===== config.mk =====
export PLATFORM = sky130hd
export DESIGN_NAME = seg7_scan_driver_flat
export DESIGN_NICKNAME = d
export VERILOG_FILES = /design/src/rtl/seg7_pkg.sv /design/src/rtl/seg7_scan_driver_if.sv /design/src/rtl/bcd_to_seg7.sv /design/src/rtl/seg7_scan_driver.sv /design/src/flat_wrapper.sv
export SDC_FILE = /design/constraint.sdc
export NUM_CORES = 1
export LEC_CHECK = 0
export CORE_UTILIZATION = 60
export CTS_BUF_LIST = sky130_fd_sc_hd__clkbuf_2 sky130_fd_sc_hd__clkbuf_4 sky130_fd_sc_hd__clkbuf_8
export DETAILED_ROUTE_END_ITERATION = 6
export GPL_TIMING_DRIVEN = 0
export PLACE_DENSITY = 0.91
export SETUP_SLACK_MARGIN = 0.05
export SLEW_MARGIN = 10
export SYNTH_ARGS = -nofsm -noshare
export SYNTH_HDL_FRONTEND = slang
export SYNTH_HIERARCHICAL = 1
export SYNTH_SLANG_ARGS = --single-unit

===== constraint.sdc =====
create_clock -name clk -period 2.48 [get_ports clk]
set_clock_uncertainty 0.15 [all_clocks]
set_input_delay 0.248 -clock clk [delete_from_list [all_inputs] [get_ports clk]]
set_output_delay 0.248 -clock clk [all_outputs]
set_load 0.01 [all_outputs]

===== src/rtl/seg7_pkg.sv =====
// Shared constants and types for the 4-digit 7-segment scan driver.
// Segment patterns are active-low {g,f,e,d,c,b,a}.
package seg7_pkg;

    localparam logic [6:0] SEG_0     = 7'b1000000;
    localparam logic [6:0] SEG_1     = 7'b1111001;
    localparam logic [6:0] SEG_2     = 7'b0100100;
    localparam logic [6:0] SEG_3     = 7'b0110000;
    localparam logic [6:0] SEG_4     = 7'b0011001;
    localparam logic [6:0] SEG_5     = 7'b0010010;
    localparam logic [6:0] SEG_6     = 7'b0000010;
    localparam logic [6:0] SEG_7     = 7'b1111000;
    localparam logic [6:0] SEG_8     = 7'b0000000;
    localparam logic [6:0] SEG_9     = 7'b0010000;
    localparam logic [6:0] SEG_DASH  = 7'b0111111;
    localparam logic [6:0] SEG_BLANK = 7'h7F;

    // Digit whose decimal point acts as the minutes/seconds colon
    localparam int unsigned COLON_DIG = 2;

    typedef enum logic {
        ST_GUARD = 1'b0,
        ST_SHOW  = 1'b1
    } slot_state_e;

endpackage


===== src/rtl/seg7_scan_driver_if.sv =====
// Digit bus in, display pins out, for the 7-segment scan driver.
interface seg7_scan_driver_if;
    logic [15:0] nums;
    logic [3:0]  an;
    logic [6:0]  seg;
    logic        dp;

    modport master (output nums, input an, input seg, input dp);
    modport slave  (input nums, output an, output seg, output dp);
endinterface


===== src/rtl/bcd_to_seg7.sv =====
// Combinational BCD digit to active-low 7-segment pattern; 10-15 show a dash.
module bcd_to_seg7
    import seg7_pkg::*;
(
    input  logic [3:0] bcd,
    output logic [6:0] seg_c
);

    always_comb begin
        seg_c = SEG_DASH;
        case (bcd)
            4'd0:    seg_c = SEG_0;
            4'd1:    seg_c = SEG_1;
            4'd2:    seg_c = SEG_2;
            4'd3:    seg_c = SEG_3;
            4'd4:    seg_c = SEG_4;
            4'd5:    seg_c = SEG_5;
            4'd6:    seg_c = SEG_6;
            4'd7:    seg_c = SEG_7;
            4'd8:    seg_c = SEG_8;
            4'd9:    seg_c = SEG_9;
            default: seg_c = SEG_DASH;
        endcase
    end

endmodule


===== src/rtl/seg7_scan_driver.sv =====
// Time-multiplexed common-anode 4-digit display driver with blank guard,
// per-frame input latch and blinking colon. Option: SEG7_LEADING_ZERO_BLANK_EN.
module seg7_scan_driver
    import seg7_pkg::*;
#(
    parameter int unsigned REFRESH_DIV = 100000,
    parameter int unsigned GUARD_CYC   = 16,
    parameter int unsigned BLINK_DIV   = 50000000
) (
    input  logic               clk,
    input  logic               rst,
    seg7_scan_driver_if.slave  bus
);

    localparam int unsigned CNT_W = (REFRESH_DIV > 2) ? $clog2(REFRESH_DIV) : 1;
    localparam int unsigned BLK_W = (BLINK_DIV > 2) ? $clog2(BLINK_DIV) : 1;

    logic [CNT_W-1:0] cnt_q, cnt_d;
    logic [1:0]       dig_q, dig_d;
    logic [15:0]      shd_q, shd_d;
    logic [BLK_W-1:0] bcnt_q, bcnt_d;
    logic             blk_q, blk_d;
    slot_state_e      state_q, state_d;
    logic [3:0]       an_q, an_d;
    logic [6:0]       seg_q, seg_d;
    logic             dp_q, dp_d;

    logic             slot_wrap_c;
    logic             blink_wrap_c;
    logic             lead_blank_c;
    logic [3:0]       nib_c;
    logic [6:0]       dec_seg_c;

    assign slot_wrap_c  = (cnt_q == CNT_W'(REFRESH_DIV - 1));
    assign blink_wrap_c = (bcnt_q == BLK_W'(BLINK_DIV - 1));
    assign nib_c        = shd_q[{dig_q, 2'b00} +: 4];

`ifdef SEG7_LEADING_ZERO_BLANK_EN
    assign lead_blank_c = (dig_q == 2'd3) && (shd_q[15:12] == 4'd0);
`else
    assign lead_blank_c = 1'b0;
`endif

    bcd_to_seg7 u_dec (
        .bcd   (nib_c),
        .seg_c (dec_seg_c)
    );

    // Slot counter, digit index, frame latch and blink phase
    always_comb begin
        cnt_d  = cnt_q + CNT_W'(1);
        dig_d  = dig_q;
        shd_d  = shd_q;
        bcnt_d = bcnt_q + BLK_W'(1);
        blk_d  = blk_q;
        if (slot_wrap_c) begin
            cnt_d = '0;
            dig_d = dig_q + 2'd1;
        end
        if ((cnt_q == '0) && (dig_q == 2'd0)) begin
            shd_d = bus.nums;
        end
        if (blink_wrap_c) begin
            bcnt_d = '0;
            blk_d  = ~blk_q;
        end
    end

    // Slot FSM plus next pin values; state tracks the region cnt_q is in
    always_comb begin
        state_d = state_q;
        an_d    = 4'hF;
        seg_d   = SEG_BLANK;
        dp_d    = 1'b1;
        case (state_q)
            ST_GUARD: if (cnt_q == CNT_W'(GUARD_CYC - 1)) state_d = ST_SHOW;
            ST_SHOW:  if (slot_wrap_c) state_d = ST_GUARD;
            default:  state_d = ST_GUARD;
        endcase
        if (state_q == ST_SHOW) begin
            an_d  = ~(4'b0001 << dig_q);
            seg_d = lead_blank_c ? SEG_BLANK : dec_seg_c;
            dp_d  = ~(blk_q && (dig_q == 2'(COLON_DIG)));
        end
    end

    always_ff @(posedge clk or negedge rst) begin
        if (!rst) begin
            cnt_q   <= '0;
            dig_q   <= 2'd0;
            shd_q   <= 16'h0000;
            bcnt_q  <= '0;
            blk_q   <= 1'b0;
            state_q <= ST_GUARD;
            an_q    <= 4'hF;
            seg_q   <= SEG_BLANK;
            dp_q    <= 1'b1;
        end else begin
            cnt_q   <= cnt_d;
            dig_q   <= dig_d;
            shd_q   <= shd_d;
            bcnt_q  <= bcnt_d;
            blk_q   <= blk_d;
            state_q <= state_d;
            an_q    <= an_d;
            seg_q   <= seg_d;
            dp_q    <= dp_d;
        end
    end

    assign bus.an  = an_q;
    assign bus.seg = seg_q;
    assign bus.dp  = dp_q;

endmodule


===== src/flat_wrapper.sv =====
// flat-port wrapper written by rule: the top's interface ports become plain ports
module seg7_scan_driver_flat import seg7_pkg::*;
#(
    parameter int unsigned REFRESH_DIV = 100000,
    parameter int unsigned GUARD_CYC   = 16,
    parameter int unsigned BLINK_DIV   = 50000000
)
  (clk, rst, bus_nums, bus_an, bus_seg, bus_dp);
  seg7_scan_driver_if bus_i ();
  input  logic clk;
  input  logic rst;
  input wire logic [$bits(bus_i.nums)-1:0] bus_nums;
  output wire logic [$bits(bus_i.an)-1:0] bus_an;
  output wire logic [$bits(bus_i.seg)-1:0] bus_seg;
  output wire logic [$bits(bus_i.dp)-1:0] bus_dp;
  assign bus_i.nums = bus_nums;
  assign bus_an = bus_i.an;
  assign bus_seg = bus_i.seg;
  assign bus_dp = bus_i.dp;
  seg7_scan_driver #(.REFRESH_DIV(REFRESH_DIV), .GUARD_CYC(GUARD_CYC), .BLINK_DIV(BLINK_DIV)) u_core (.clk(clk), .rst(rst), .bus(bus_i));
endmodule

==> impl_metrics.env <==
export IMPL_rows=28
export IMPL_synth_most_common_cell="dfrtp_1"
export IMPL_reg2reg_to="u_core/bcnt_q[20]"
export IMPL_start_util=0.621
export IMPL_grt_first_pass_wirelength_mm=12.7
export IMPL_wl_mm=7.51
export IMPL_diodes=0
export IMPL_cts_htree_levels=3
export IMPL_gp_congestion=0.805
export IMPL_yosys_area_top_type="dfrtp_1"
export IMPL_maxSlewViolCount=0
export IMPL_path_class="register to register"
export IMPL_die_h_um=80.1
export IMPL_synth_seq_area_share=0.517
export IMPL_post_route_period_util=0.944
export IMPL_period_minus_slack_ns=2.34
export IMPL_startpoint_type="register"
export IMPL_grt_pass1_vias=2695
export IMPL_area_growth_pct=17.6
export IMPL_placed_cell_area_um2=4060
export IMPL_avgSynthCellArea_um2=11.4
export IMPL_drcViolationCount=0
export IMPL_fp_coreArea_um2=5890
export IMPL_boundaryPins=30
export IMPL_ir_worst_vdd_mv=0.447
export IMPL_grtUsageTotal=0.267
export IMPL_syn_area_um2=3660
export IMPL_port_buffers=29
export IMPL_synth_seq_cells=75
export IMPL_insertion_delay_ns=0.35
export IMPL_vias_per_cell=5.98
export IMPL_status="complete, no violations"
export IMPL_numCtsBuffers=9
export IMPL_rsz0062_at_grt="no"
export IMPL_reg2reg_slack_ns=0.14
export IMPL_wl_per_cell_um=16.9
export IMPL_clockBufferDepth=2
export IMPL_antenna_found_initial=0
export IMPL_cap_viol_max_count=0
export IMPL_grt_max_degree=44
export IMPL_crit_required_ns=2.62
export IMPL_via_count=2663
export IMPL_hold_viol_final=0
export IMPL_synth_flop_cell="dfrtp_1"
export IMPL_min_delay_path_class="input port to asynchronous set/reset pin"
export IMPL_final_area_um2=4300
export IMPL_p_leak_nw=1.85
export IMPL_crit_end="u_core/bcnt_q[20]"
export IMPL_yosys_warnings=6
export IMPL_yosysTopAreaCellShare=0.431
export IMPL_dpl_hpwl_mm=5.17
export IMPL_synth_nets=352
export IMPL_nets=395
export IMPL_die_width_um=80.1
export IMPL_worstPathMaxFanout=5
export IMPL_drive_gt1_frac=0.195
export IMPL_reg2reg_depth=6
export IMPL_die_area_um2=6410
export IMPL_slew_limit_headroom=0.665
export IMPL_cts_sinks=75
export IMPL_power_density_nw_per_um2=551
export IMPL_cts_clk_slew_worst_paths_ns=0.08
export IMPL_crit_chain="ha_1 > nand3_2 > or4_1 > buf_2 > or4_4 > a21oi_2"
export IMPL_synthArstFlopShare=1.00
export IMPL_fmax_ghz=0.427
export IMPL_startpoint="u_core/bcnt_q[0]"
export IMPL_use_met2=0.454
export IMPL_synth_edf_count=0
export IMPL_synthCells=322
export IMPL_synthTopCellsByCount="dfrtp_1, nor2_1, nand2_1, mux2_2, xor2_1"
export IMPL_setup_viol=0
export IMPL_cpMaxStageDelayCell="or4_4"
export IMPL_grt_busiest_layer="met2"
export IMPL_use_met1=0.338
export IMPL_worstReg2RegStart="u_core/bcnt_q[0]"
export IMPL_ys_types=50
export IMPL_use_met3=0.0375
export IMPL_cts_tree="built"
export IMPL_drt_initial_drc_count=274
export IMPL_end_kind="register"
export IMPL_cp_arrival_ns=2.48
export IMPL_cts_root_buffer="clkbuf_8"
export IMPL_ant_nets=0
export IMPL_grt_overflow_total=0
export IMPL_cp_slowest_stage_delay_ns=0.52
export IMPL_synth_area_top_cells="dfrtp_1, dfstp_2, mux2_2, ha_1, xor2_1"
export IMPL_tightest_slew_ns=0.499
export IMPL_fin_util=0.731
export IMPL_dr_pass1_iters=6
## stage by stage
step | TNS, ns | hold WS (ns) | total power [mW] | std cells | setup slack [ns]
finish | 0 | 0.232 | 2.37 | 445 | 0.138
global route | 0 | 0.272 | 2.46 | 445 | 0.0604
CTS | 0 | 0.229 | 2.40 | 445 | 0.0686
detailed placement | -0.705 | 0.0748 | 1.42 | 427 | -0.0790
global placement | -98.02 | 0.286 | 1.41 | 426 | -1.44
floorplan | 0 | -0.198 | 1.34 | 322 | 0.283
## cell usage in the layout (no fill, tap or decap), types with 6 or more instances in the layout
cell,Yosys,layout
ha_1,12,12
dfstp_2,12,12
clkdlybuf4s50_1,0,28
nand2_1,21,21
dfrtp_1,63,63
xor2_1,15,15
nand2b_1,8,8
o31ai_1,6,6
or4_1,7,7
mux2_2,17,17
a21oi_1,12,12
o21ai_0,7,7
xnor2_1,14,14
nand3_1,12,12
and3_1,7,7
clkbuf_8,0,11
nand4_1,10,10
inv_1,12,12
nor2_1,24,24
or3_1,6,6
## layer usage
layer | up-vias | part of all wire
met5 | - | 0
met4 | 0 | 0.019
met3 | 15 | 0.031
met2 | 71 | 0.52
met1 | 1358 | 0.43
li1 | 1219 | -
## critical path, delay by kind of cell (launching register included)
kind	cells	cell delay, ns
flip-flops	1	0.40
buffers and inverters	1	0.17
AND/OR/NAND/NOR	3	1.18
AO/OA/AOI/OAI	1	0.14
adder cells (fa/ha/maj)	1	0.25
## repair_timing
| item | 4_1_cts | 5_1_grt |
|---|---|---|
| resized for setup | 1 | 5 |
| setup endpoints to repair | 20 | 22 |
| setup buffers | 1 | 0 |
| pin swaps | 1 | 0 |
| endpoints found under the hold margin | 29 | 0 |
| hold buffers | 1 | 0 |
## worst min path at each step
| stage | startpoint | endpoint | slack, ns | depth (start not counted) |
|---|---|---|---|---|
| 3_5_place_dp | rst | u_core/shd_q[5] | 0.07 | 1 |
| 2_1_floorplan | rst | u_core/bcnt_q[0] | -0.20 | 0 |
| 6_report | rst | u_core/shd_q[5] | 0.23 | 2 |
| 3_3_place_gp | u_core/blk_q | u_core/bus.dp | 0.29 | 1 |
| 4_1_cts | rst | u_core/shd_q[13] | 0.23 | 2 |
| 5_1_grt | rst | u_core/shd_q[3] | 0.27 | 2 |
## cell families (layout without fill, tap and decap cells)
family,after synthesis,in the layout,synth area share
and+or+nand+nor,127,127,0.207
DFF,75,75,0.517
AOI/OAI and AO/OA,32,32,0.0520
xor gates and xnor gates,29,29,0.0695
buffers and inverters,24,72,0.0308
muxes,23,23,0.0825
adders and majority gates,12,12,0.0411
## final cells by class
cell class,count,area (µm²)
Clock buffer,12,159
Buffer,12,70.1
Sequential cell,75,1890
Inverter,12,45.0
Fill cell,391,1590
Timing Repair Buffer,32,325
Multi-Input combinational cell,223,1670
Clock inverter,4,50.0
Tap cell,75,93.8
## state kept, by name, indices dropped and copies added (netlist names)
| register | cells |
|---|---|
| u_core/bcnt_q | 26 |
| u_core/blk_q | 1 |
| u_core/bus.an | 4 |
| u_core/bus.dp | 1 |
| u_core/bus.seg | 7 |
| u_core/cnt_q | 17 |
| u_core/dig_q | 2 |
| u_core/shd_q | 16 |
| u_core/state_q | 1 |
## where the power goes
part / total [mW] / internal (mW) / leakage [nW] / switching (mW)
Clock: 0.969 / 0.529 / 0.102 / 0.440
Combinational: 0.141 / 0.0777 / 0.815 / 0.0629
Sequential: 1.26 / 1.25 / 0.935 / 0.00974
Power figures use the tool's default switching activity.
